`src/rtl/blackjack_table_if.sv`:
```
// Card handshake between the table FSM
// and the card RNG.
interface blackjack_table_if;
  logic       card_req;
  logic       card_valid;
  logic [3:0] card_value;

  modport master (
    output card_req,
    input  card_valid,
    input  card_value
  );

  modport slave (
    input  card_req,
    output card_valid,
    output card_value
  );
endinterface

```
`src/rtl/blackjack_table_fsm.sv`:
```
// Multi-seat blackjack table: deal, seat
// turns, dealer play and round resolution.
module blackjack_table_fsm #(
  parameter int NUM_PLAYERS  = 2,
  parameter int SCORE_W      = 6,
  parameter int DEALER_STAND = 17,
  parameter int BUST_LIMIT   = 21
) (
  input  logic                   CLOCK_50,
  input  logic                   reset,
  input  logic                   deal_pressed,
  input  logic                   hit_pressed,
  input  logic                   stand_pressed,
  blackjack_table_if.master      card,
  output logic [NUM_PLAYERS*SCORE_W-1:0]
                                 player_scores,
  output logic [SCORE_W-1:0]     dealer_score,
  output logic                   show_dealer_first,
  output logic [1:0]             active_player,
  output logic [2:0]             game_state,
  output logic [NUM_PLAYERS*2-1:0]
                                 results,
  output logic                   round_done
);

  localparam int NH = NUM_PLAYERS + 1;
  localparam logic [2:0] DLR =
    3'(NUM_PLAYERS);
  localparam logic [1:0] LAST =
    2'(NUM_PLAYERS - 1);
  localparam logic [3:0] TOTAL =
    4'(2 * NH);
  localparam logic [SCORE_W-1:0] BUST_S =
    SCORE_W'(BUST_LIMIT);
  localparam logic [SCORE_W-1:0] STAND_S =
    SCORE_W'(DEALER_STAND);
  localparam logic [SCORE_W-1:0] TEN =
    SCORE_W'(10);

  typedef enum logic [2:0] {
    IDLE    = 3'd0,
    DEAL    = 3'd1,
    PLAYER  = 3'd2,
    DEALER  = 3'd3,
    RESOLVE = 3'd4,
    DONE    = 3'd5
  } state_t;

  state_t state_q, state_d;

  logic [NH-1:0][SCORE_W-1:0] hard_q;
  logic [NH-1:0][SCORE_W-1:0] best;
  logic [NH-1:0]              ace_q;

  logic                   req_q;
  logic [3:0]             cnt_q;
  logic [1:0]             seat_q;
  logic                   show_q;
  logic                   done_q;
  logic [3:0]             up_q;
  logic [NUM_PLAYERS*2-1:0] res_q, res_d;

  logic                   accept;
  logic                   start;
  logic                   finish;
  logic                   req_set;
  logic [2:0]             tgt;
  logic [2:0]             add_idx;
  logic [SCORE_W-1:0]     act_best;
  logic                   act_bust;
  logic                   all_bust;
  logic                   dlr_bust;
  logic [SCORE_W-1:0]     up_best;

  assign accept = req_q & card.card_valid
                & (card.card_value != 4'd0)
                & (card.card_value <= 4'd10);

  // Ace counts as 11 only while that
  // keeps the hand within the limit.
  always_comb begin
    best = '0;
    for (int i = 0; i < NH; i++) begin
      if (ace_q[i] &&
          (hard_q[i] + TEN) <= BUST_S)
        best[i] = hard_q[i] + TEN;
      else
        best[i] = hard_q[i];
    end
  end

  always_comb begin
    tgt = (cnt_q > 4'(NUM_PLAYERS))
        ? 3'(cnt_q - 4'(NH))
        : 3'(cnt_q);
    case (state_q)
      DEAL:    add_idx = tgt;
      PLAYER:  add_idx = {1'b0, seat_q};
      default: add_idx = DLR;
    endcase
  end

  always_comb begin
    act_best = '0;
    all_bust = 1'b1;
    for (int i = 0; i < NUM_PLAYERS; i++) begin
      if (seat_q == 2'(i))
        act_best = best[i];
      if (hard_q[i] <= BUST_S)
        all_bust = 1'b0;
    end
    act_bust = act_best > BUST_S;
    dlr_bust = hard_q[NUM_PLAYERS] > BUST_S;
  end

  always_comb begin
    res_d = '0;
    for (int i = 0; i < NUM_PLAYERS; i++) begin
      if (hard_q[i] > BUST_S)
        res_d[2*i +: 2] = 2'b10;
      else if (dlr_bust)
        res_d[2*i +: 2] = 2'b01;
      else if (best[i] > best[NUM_PLAYERS])
        res_d[2*i +: 2] = 2'b01;
      else if (best[i] < best[NUM_PLAYERS])
        res_d[2*i +: 2] = 2'b10;
      else
        res_d[2*i +: 2] = 2'b11;
    end
  end

  always_ff @(posedge CLOCK_50) begin
    if (reset) state_q <= IDLE;
    else       state_q <= state_d;
  end

  always_comb begin
    state_d = state_q;
    start   = 1'b0;
    finish  = 1'b0;
    req_set = 1'b0;
    unique case (state_q)
      IDLE, DONE: begin
        if (deal_pressed) begin
          start   = 1'b1;
          state_d = DEAL;
        end
      end
      DEAL: begin
        if (accept && cnt_q == TOTAL - 4'd1)
          state_d = PLAYER;
        else if (!req_q)
          req_set = 1'b1;
      end
      PLAYER: begin
        if (!req_q) begin
          if (stand_pressed || act_bust ||
              act_best == BUST_S) begin
            finish = 1'b1;
            if (seat_q == LAST)
              state_d = all_bust ? RESOLVE
                                 : DEALER;
          end else if (hit_pressed) begin
            req_set = 1'b1;
          end
        end
      end
      DEALER: begin
        if (!req_q) begin
          if (best[NUM_PLAYERS] >= STAND_S)
            state_d = RESOLVE;
          else
            req_set = 1'b1;
        end
      end
      RESOLVE: state_d = DONE;
      default: state_d = IDLE;
    endcase
  end

  always_ff @(posedge CLOCK_50) begin
    if (reset) begin
      hard_q <= '0;
      ace_q  <= '0;
      req_q  <= 1'b0;
      cnt_q  <= '0;
      seat_q <= '0;
      show_q <= 1'b0;
      done_q <= 1'b0;
      up_q   <= '0;
      res_q  <= '0;
    end else begin
      if (accept)       req_q <= 1'b0;
      else if (req_set) req_q <= 1'b1;

      if (start) begin
        hard_q <= '0;
        ace_q  <= '0;
        cnt_q  <= '0;
        seat_q <= '0;
        up_q   <= '0;
        res_q  <= '0;
        show_q <= 1'b1;
      end else if (accept) begin
        for (int i = 0; i < NH; i++) begin
          if (add_idx == 3'(i)) begin
            hard_q[i] <= hard_q[i]
              + SCORE_W'(card.card_value);
            if (card.card_value == 4'd1)
              ace_q[i] <= 1'b1;
          end
        end
        if (state_q == DEAL) begin
          cnt_q <= cnt_q + 4'd1;
          if (cnt_q == 4'(NUM_PLAYERS))
            up_q <= card.card_value;
        end
      end

      if (finish && seat_q != LAST)
        seat_q <= seat_q + 2'd1;
      if (state_q == PLAYER &&
          state_d != PLAYER)
        show_q <= 1'b0;
      if (state_q == RESOLVE)
        res_q <= res_d;
      done_q <= (state_q == RESOLVE);
    end
  end

  always_comb begin
    for (int i = 0; i < NUM_PLAYERS; i++)
      player_scores[i*SCORE_W +: SCORE_W] =
        best[i];
  end

  assign up_best = (up_q == 4'd1)
                 ? SCORE_W'(11)
                 : SCORE_W'(up_q);

  assign dealer_score = show_q ? up_best
                      : best[NUM_PLAYERS];
  assign card.card_req     = req_q;
  assign show_dealer_first = show_q;
  assign active_player     = seat_q;
  assign game_state        = state_q;
  assign results           = res_q;
  assign round_done        = done_q;

endmodule

```
`src/flat_wrapper.sv`:
```
// flat-port wrapper written by rule: the top's interface ports become plain ports
module blackjack_table_fsm_flat 
#(
  parameter int NUM_PLAYERS  = 2,
  parameter int SCORE_W      = 6,
  parameter int DEALER_STAND = 17,
  parameter int BUST_LIMIT   = 21
)
  (CLOCK_50, reset, deal_pressed, hit_pressed, stand_pressed, player_scores, dealer_score, show_dealer_first, active_player, game_state, results, round_done, card_card_req, card_card_valid, card_card_value);
  blackjack_table_if card_i ();
  input  logic CLOCK_50;
  input  logic reset;
  input  logic deal_pressed;
  input  logic hit_pressed;
  input  logic stand_pressed;
  output logic [NUM_PLAYERS*SCORE_W-1:0] player_scores;
  output logic [SCORE_W-1:0] dealer_score;
  output logic show_dealer_first;
  output logic [1:0] active_player;
  output logic [2:0] game_state;
  output logic [NUM_PLAYERS*2-1:0] results;
  output logic round_done;
  output wire logic [$bits(card_i.card_req)-1:0] card_card_req;
  input wire logic [$bits(card_i.card_valid)-1:0] card_card_valid;
  input wire logic [$bits(card_i.card_value)-1:0] card_card_value;
  assign card_card_req = card_i.card_req;
  assign card_i.card_valid = card_card_valid;
  assign card_i.card_value = card_card_value;
  blackjack_table_fsm #(.NUM_PLAYERS(NUM_PLAYERS), .SCORE_W(SCORE_W), .DEALER_STAND(DEALER_STAND), .BUST_LIMIT(BUST_LIMIT)) u_core (.CLOCK_50(CLOCK_50), .reset(reset), .deal_pressed(deal_pressed), .hit_pressed(hit_pressed), .stand_pressed(stand_pressed), .card(card_i), .player_scores(player_scores), .dealer_score(dealer_score), .show_dealer_first(show_dealer_first), .active_player(active_player), .game_state(game_state), .results(results), .round_done(round_done));
endmodule
```
`config.mk`:
```
export PLATFORM = sky130hd
export DESIGN_NAME = blackjack_table_fsm_flat
export DESIGN_NICKNAME = d
export VERILOG_FILES = /design/src/rtl/blackjack_table_if.sv /design/src/rtl/blackjack_table_fsm.sv /design/src/flat_wrapper.sv
export SDC_FILE = /design/constraint.sdc
export NUM_CORES = 1
export LEC_CHECK = 0
export ABC_AREA = 1
export BUFFER_PORTS_ARGS = -buffer_cell sky130_fd_sc_hd__buf_2
export CORE_ASPECT_RATIO = 1.1
export CORE_MARGIN = 3
export CORE_UTILIZATION = 59
export CTS_CLUSTER_SIZE = 40
export DETAILED_ROUTE_END_ITERATION = 8
export PLACE_DENSITY = 0.92
export RECOVER_POWER = 25
export REMOVE_ABC_BUFFERS = 1
export SLEW_MARGIN = 25
export SYNTH_ARGS = -nofsm -noshare
export SYNTH_HDL_FRONTEND = slang
export SYNTH_SLANG_ARGS = --single-unit
export TNS_END_PERCENT = 5
```
`constraint.sdc`:
```
create_clock -name CLOCK_50 -period 3.6 [get_ports CLOCK_50]
set_clock_uncertainty 0.2 [all_clocks]
set_input_delay 0.54 -clock CLOCK_50 [delete_from_list [all_inputs] [get_ports CLOCK_50]]
set_output_delay 0.54 -clock CLOCK_50 [all_outputs]
set_load 0.02 [all_outputs]
```
==> results.sh, run 1 <==
export IMPL_min_period_over_period_pct=86.0
export IMPL_die_x_um=77.7
export IMPL_drc=0
export IMPL_yosysMostFrequentCell="sky130_fd_sc_hd__nand2_1"
export IMPL_route_vias_total=3397
export IMPL_cell_count_of_the_worst_reg_to_reg_path=14
export IMPL_pre_cts_slack_ns=0.586
export IMPL_clk_path_buf_depth=2
export IMPL_report_final_slew_viol_count=0
export IMPL_floorplan_die_height_um=84.8
export IMPL_area_growth_synth_to_final_pct=7.55
export IMPL_number_of_warning_messages_in_the_yosys_log=0
export IMPL_async_reset_ff_share_pct=0
export IMPL_post_cts_setup_buffer_count=0
export IMPL_worstMarginPinSlew_ns=0.745
export IMPL_path_common_cell="sky130_fd_sc_hd__o21ai_0"
export IMPL_cts_repair_resize_count=0
export IMPL_detailedRoute_firstIterationViolations=197
export IMPL_number_of_placed_cells_counting_well_taps=595
export IMPL_post_synth_cell_area_avg_um2=6.72
export IMPL_total_number_of_clock_tree_sinks=41
export IMPL_initial_antenna_violation_count=0
export IMPL_synthDominantCellAreaShare_pct=24.6
export IMPL_worst_r2r_startpoint="u_core.hard_q[13]"
export IMPL_yosys_register_bits=41
export IMPL_power_leakage_nw=1.65
export IMPL_headroom_to_the_max_slew_limit_pct=49.9
export IMPL_hold_end="u_core.up_q[0]"
export IMPL_detailedRoute_firstPassIterationCount=5
export IMPL_max_freq_mhz=323
export IMPL_synth_edff_count=0
export IMPL_detailedPlacementHpwl_um=6760
export IMPL_fin_nets=572
export IMPL_most_used_dff_post_synth="sky130_fd_sc_hd__dfxtp_1"
export IMPL_holdCritPathClass="flip-flop to flip-flop"
export IMPL_wirelength_um=8680
export IMPL_rr_endpoint="u_core.results[1]"
export IMPL_hold_start="u_core.up_q[0]"
export IMPL_largest_fanout_on_the_critical_path=7
export IMPL_first_pass_grt_wire_length_um=14800
export IMPL_syn_area_um2=3330
export IMPL_fillerInstances=477
export IMPL_ir_drop_mv=0.248
export IMPL_grt_pass1_vias=3363
export IMPL_ff_latch_area_um2=821
export IMPL_kind_of_end_point_of_the_critical_path="flip-flop"
export IMPL_core_rowCount=28
export IMPL_groute_usage_overall_pct=27.6
export IMPL_setup_worst_path_class="flip-flop to flip-flop"
export IMPL_rsz0062_at_grt="false"
export IMPL_initial_core_util_pct=61.4
export IMPL_drive_gt1_share_pct=11.4
export IMPL_timing_critical_path_from_type="flip-flop"
export IMPL_part_of_the_yosys_area_used_for_sequential_elements_pct=24.6
export IMPL_core_area_um2=5430
export IMPL_max_cap_violations=0
export IMPL_diodes=0
export IMPL_clock_tree_from_tritoncts="built"
export IMPL_gr_total_overflow=0
export IMPL_power_density_nw_per_um2=250
export IMPL_clk_pin_slew_worst_paths_ns=0.09
export IMPL_port_buffer_count=39
export IMPL_cts_inserted_buffers=5
export IMPL_grt_start_max_net_pins=27
export IMPL_cpPeakStageDelay_ns=0.38
export IMPL_setup_viol=0
export IMPL_ff2ff_setup_slack_ns=0.51
export IMPL_pin_count=40
export IMPL_drt_vias_per_instance=5.63
export IMPL_finalSetupTns_ns=0
export IMPL_synth_lib_cells_used_distinct=39
export IMPL_multi_input_comb_area_um2=2090
export IMPL_timing_final_crit_period_ns=3.09
export IMPL_clock_insertion_delay_at_the_later_pin_of_the_skew_report_ns=0.30
export IMPL_final_antenna_net_count=0
export IMPL_status="finished, final reports clean"
export IMPL_finalWeightedCongestion=0.974
export IMPL_crit_chain="ha_1, o21ai_1, xor2_1, nand3_2, o21ai_0, inv_1, ha_1, nand2_1, nor2_1, o21ai_0, o211ai_1, o31a_1, o21ai_0, a32o_1"
export IMPL_cts_root_buffer_type="sky130_fd_sc_hd__clkbuf_8"
export IMPL_post_cts_hold_buffer_count=0
export IMPL_finalHoldViolations=0
export IMPL_synth_area_top_cells="sky130_fd_sc_hd__dfxtp_1 (25%), sky130_fd_sc_hd__ha_1 (12%), sky130_fd_sc_hd__nand2_1 (9.7%)"
export IMPL_worstPathRequired_ns=3.60
export IMPL_syn_instance_count=496
export IMPL_layout_cells_non_filler=603
export IMPL_design_die_area_um2=6590
export IMPL_post_drt_wl_per_cell_um=14.4
export IMPL_arrival_time_of_the_worst_setup_path_ns=3.10
export IMPL_final_critical_path_setup_slack_ns=0.506
export IMPL_critical_path_slowest_cell="sky130_fd_sc_hd__dfxtp_1"
export IMPL_synth_top_cells_by_count="sky130_fd_sc_hd__nand2_1 (86), sky130_fd_sc_hd__inv_1 (74), sky130_fd_sc_hd__a21oi_1 (48), sky130_fd_sc_hd__nor2_1 (43), sky130_fd_sc_hd__dfxtp_1 (41)"
export IMPL_cts_max_level=2
export IMPL_p_total_w=0.000897
export IMPL_yosysTopAreaCell="sky130_fd_sc_hd__dfxtp_1"
export IMPL_holdPathStages=2
-- worst max-delay path, delay by kind of cell (launching register included) --
| kind | cells | cell delay (ns) |
|---|---|---|
| AND/OR/NAND/NOR | 3 | 0.37 |
| buffers and inverters | 1 | 0.11 |
| adder cells (fa/ha/maj) | 2 | 0.55 |
| XOR/XNOR | 1 | 0.32 |
| AO/OA/AOI/OAI | 7 | 1.06 |
| flip-flops | 1 | 0.38 |
-- power by group --
| group | switching (W) | internal [W] |
|---|---|---|
| sequential | 0.0000101 | 0.000458 |
| combinational | 0.0000846 | 0.0000403 |
| clock | 0.000165 | 0.000138 |
| total | 0.000260 | 0.000637 |
-- logic make-up (layout without fill, tap and decap cells) --
logic type / after synthesis / in the layout / share of synthesized area, %
buffers and inverters: 101 / 133 / 12.8
AOI/OAI and AO/OA: 113 / 113 / 18.9
adders and majority gates: 35 / 35 / 13.8
DFF: 41 / 41 / 24.6
and+or+nand+nor: 197 / 197 / 27.5
xor gates and xnor gates: 9 / 9 / 2.37
-- layer usage --
layer | wire length (um) | share of wire, % | up-vias | global-route usage [%]
li1 | - | - | 1696 | -
met1 | 3550 | 41 | 1542 | 33.1
met2 | 4210 | 49 | 128 | 47.4
met3 | 567 | 6.5 | 31 | 4.14
met4 | 346 | 4.0 | 0 | 14.7
met5 | 0 | 0 | - | 0
-- cells in the final DEF (no fill, tap or decap), drive strengths merged, types with 2 or more instances in the layout --
| master | count |
|---|---|
| nand4 | 12 |
| a211oi | 3 |
| o211ai | 3 |
| clkbuf | 23 |
| ha | 32 |
| o21ai | 44 |
| a21oi | 48 |
| inv | 83 |
| o21a | 3 |
| dfxtp | 41 |
| a32o | 3 |
| clkinv | 2 |
| nor3 | 4 |
| a31oi | 7 |
| fa | 3 |
| nor2 | 47 |
| and2 | 3 |
| or2 | 2 |
| nand2 | 94 |
| xor2 | 8 |
| buf | 25 |
| nand3 | 32 |
-- state kept, by name, indices dropped and copies added, names as in the netlist --
register and flops:
u_core.hard_q 18, u_core.up_q 4, u_core.show_dealer_first 1, u_core.cnt_q 4, u_core.card.card_req 1, u_core.game_state 3, u_core.round_done 1, u_core.results 4
u_core.ace_q 3, u_core.active_player 2
-- area by class of cell --
type	count	area share (%)
multi-input combinational	354	58.2
clock buffer	8	2.23
tap	75	2.62
sequential	41	22.9
timing repair buffer	40	5.13
inverter	85	8.90
-- per-stage QoR --
step	instance area [um2]	hold slack (ns)	utilization (%)
floorplan	3230	0.246	-
global placement	3520	0.256	64.9
global route	3580	0.288	66.0
detailed placement	3520	0.266	64.9
finish	3580	0.281	66.0
CTS	3600	0.276	66.3
-- worst max path at each step --
stage | from | end | slack, ns | cells after the start
detailed placement | u_core.hard_q[13] | u_core.results[1] | 0.59 | 14
global placement | u_core.hard_q[13] | u_core.results[1] | 0.73 | 14
global route | u_core.hard_q[13] | u_core.results[1] | 0.01 | 14
floorplan | u_core.hard_q[1] | u_core.results[0] | 0.84 | 15
finish | u_core.hard_q[13] | u_core.results[1] | 0.51 | 14
CTS | u_core.hard_q[13] | u_core.results[1] | 0.54 | 14
Note: power is estimated with default switching activity, not from simulation.
==> inputs of run 2 (changes only) <==
CAP_MARGIN = 20   (was default)
CTS_BUF_LIST = sky130_fd_sc_hd__clkbuf_16   (was default)
SLEW_MARGIN = 5   (was 25)
==> results.sh, run 2 (synthesis gave the netlist of run 1 again) <==
export IMPL_status="finished, final reports clean"
export IMPL_cts_root_buffer_type="sky130_fd_sc_hd__clkbuf_16"
export IMPL_core_area_um2=5430
export IMPL_kind_of_end_point_of_the_critical_path="flip-flop"
export IMPL_drc=0
export IMPL_pin_count=40
export IMPL_ir_drop_mv=0.275
export IMPL_timing_critical_path_from_type="flip-flop"
export IMPL_worstSetupStartpoint="u_core.hard_q[13]"
export IMPL_first_pass_grt_wire_length_um=15100
export IMPL_fin_nets=572
export IMPL_detailedRoute_firstIterationViolations=245
export IMPL_initial_antenna_violation_count=0
export IMPL_diodes=0
export IMPL_clk_pwr_share_pct=42.0
export IMPL_port_buffer_count=39
export IMPL_largest_register="u_core.hard_q"
export IMPL_drive_gt1_share_pct=11.4
export IMPL_finalWeightedCongestion=0.974
export IMPL_finalSetupTns_ns=0
export IMPL_power_leakage_nw=1.69
export IMPL_setup_worst_path_class="flip-flop to flip-flop"
export IMPL_worst_r2r_startpoint="u_core.hard_q[13]"
export IMPL_power_density_nw_per_um2=282
export IMPL_finalHoldViolations=0
export IMPL_holdPathStages=2
export IMPL_drt_vias_per_instance=5.74
export IMPL_setup_viol=0
export IMPL_initial_core_util_pct=61.4
export IMPL_grt_pass1_vias=3393
export IMPL_pwr_share_comb_pct=12.2
export IMPL_layout_common_cells="sky130_fd_sc_hd__nand2_1 (86), sky130_fd_sc_hd__inv_1 (77), sky130_fd_sc_hd__a21oi_1 (48), sky130_fd_sc_hd__nor2_1 (43), sky130_fd_sc_hd__dfxtp_1 (41)"
export IMPL_timing_final_crit_period_ns=3.13
export IMPL_gr_total_overflow=0
export IMPL_rsz0062_at_grt="false"
export IMPL_post_cts_setup_buffer_count=0
export IMPL_switchingPower_w=0.000276
export IMPL_utilization_after_layout_pct=67.0
export IMPL_p_int_w=0.000749
export IMPL_worstMarginPinSlew_ns=0.721
export IMPL_netSwitchingFraction_pct=26.9
export IMPL_post_cts_hold_buffer_count=0
export IMPL_grt_start_max_net_pins=27
export IMPL_cts_max_level=2
export IMPL_ff2ff_setup_slack_ns=0.47
export IMPL_min_period_over_period_pct=87.0
export IMPL_core_rowCount=28
export IMPL_die_x_um=77.7
export IMPL_cts_inserted_buffers=5
export IMPL_headroom_to_the_max_slew_limit_pct=51.5
export IMPL_wirelength_um=8890
export IMPL_clk_pin_slew_worst_paths_ns=0.06
export IMPL_arrival_time_of_the_worst_setup_path_ns=3.11
export IMPL_max_cap_violations=0
export IMPL_detailedRoute_firstPassIterationCount=7
export IMPL_largest_fanout_on_the_critical_path=7
export IMPL_rr_endpoint="u_core.results[3]"
export IMPL_worstPathRequired_ns=3.58
export IMPL_fillerInstances=469
export IMPL_final_antenna_net_count=0
export IMPL_final_hold_worst_slack_ns=0.279
export IMPL_clock_tree_from_tritoncts="built"
export IMPL_final_common_cell="sky130_fd_sc_hd__nand2_1"
export IMPL_cell_count_of_the_worst_reg_to_reg_path=13
export IMPL_clk_path_buf_depth=2
export IMPL_cts_repair_resize_count=0
export IMPL_p_total_w=0.00103
export IMPL_crit_path_end="u_core.results[3]"
export IMPL_total_number_of_clock_tree_sinks=41
export IMPL_detailedPlacementHpwl_um=6760
export IMPL_power_frac_seq_pct=45.8
export IMPL_flip_flop_count_of_the_largest_register_all_copies_and_words_added=18
export IMPL_holdCritPathClass="flip-flop to flip-flop"
export IMPL_max_freq_mhz=319
export IMPL_area_growth_synth_to_final_pct=9.24
export IMPL_floorplan_die_height_um=84.8
export IMPL_groute_usage_overall_pct=28.2
export IMPL_route_vias_total=3463
export IMPL_report_final_slew_viol_count=0
export IMPL_post_drt_wl_per_cell_um=14.7
export IMPL_clock_insertion_delay_at_the_later_pin_of_the_skew_report_ns=0.29
export IMPL_design_die_area_um2=6590
run 2: cell types whose count changed in the layout (fill, tap and decap cells not counted), sizes merged:
cell and change:
inv +3, clkbuf -3
run 2: per-layer routing:
| layer | track usage, % | vias to the layer above | part of all wire, % |
|---|---|---|---|
| li1 | - | 1695 | - |
| met1 | 33.6 | 1561 | 41 |
| met2 | 48.5 | 158 | 48 |
| met3 | 3.72 | 49 | 6.3 |
| met4 | 16.0 | 0 | 4.4 |
| met5 | 0 | - | 0 |
run 2: power groups by stage:
stage / Combinational [W] / Clock (W) / Sequential [W]
6_report: 0.000125 / 0.000431 / 0.000469
5_1_grt: 0.000141 / 0.000446 / 0.000470
4_1_cts: 0.000124 / 0.000429 / 0.000469
3_5_place_dp: 0.000123 / 0 / 0.000478
3_3_place_gp: 0.000118 / 0 / 0.000478
2_1_floorplan: 0.0000781 / 0 / 0.000479
run 2: stage by stage:
stage | cells | setup WS, ns | instance area [um2]
after floorplan | 480 | 0.843 | 3230
after global placement | 595 | 0.727 | 3520
after detailed placement | 595 | 0.586 | 3520
after CTS | 603 | 0.574 | 3660
after global routing | 603 | 0.0781 | 3640
final | 603 | 0.468 | 3640
run 2: layout make-up:
cell class,instances,area (um2),area share [%]
Clock inverter,3,11.3,0.309
Sequential cell,41,821,22.6
Timing Repair Buffer,40,184,5.05
Tap cell,75,93.8,2.58
Clock buffer,5,125,3.44
Inverter,85,319,8.77
Multi-Input combinational cell,354,2090,57.3
run 2: how the worst min path moves through the flow:
stage                   startpoint        endpoint  slack, ns
finish              u_core.up_q[0]  u_core.up_q[0]       0.28
global route        u_core.up_q[2]  u_core.up_q[2]       0.29
CTS                 u_core.up_q[2]  u_core.up_q[2]       0.27
detailed placement  u_core.up_q[2]  u_core.up_q[2]       0.27
global placement    u_core.up_q[0]  u_core.up_q[0]       0.26
floorplan           u_core.up_q[0]  u_core.up_q[0]       0.25
run 2: worst max-delay path: stages, from the launching register on:
cell,delay (ns)
sky130_fd_sc_hd__dfxtp_1,0.38
sky130_fd_sc_hd__ha_1,0.28
sky130_fd_sc_hd__o21ai_1,0.15
sky130_fd_sc_hd__xor2_1,0.32
sky130_fd_sc_hd__nand3_2,0.18
sky130_fd_sc_hd__o21ai_0,0.22
sky130_fd_sc_hd__inv_1,0.12
sky130_fd_sc_hd__ha_1,0.29
sky130_fd_sc_hd__nand2_1,0.08
sky130_fd_sc_hd__nor2_1,0.15
sky130_fd_sc_hd__o21ai_0,0.17
sky130_fd_sc_hd__nand3_1,0.18
sky130_fd_sc_hd__nand3_1,0.08
sky130_fd_sc_hd__a32o_1,0.21
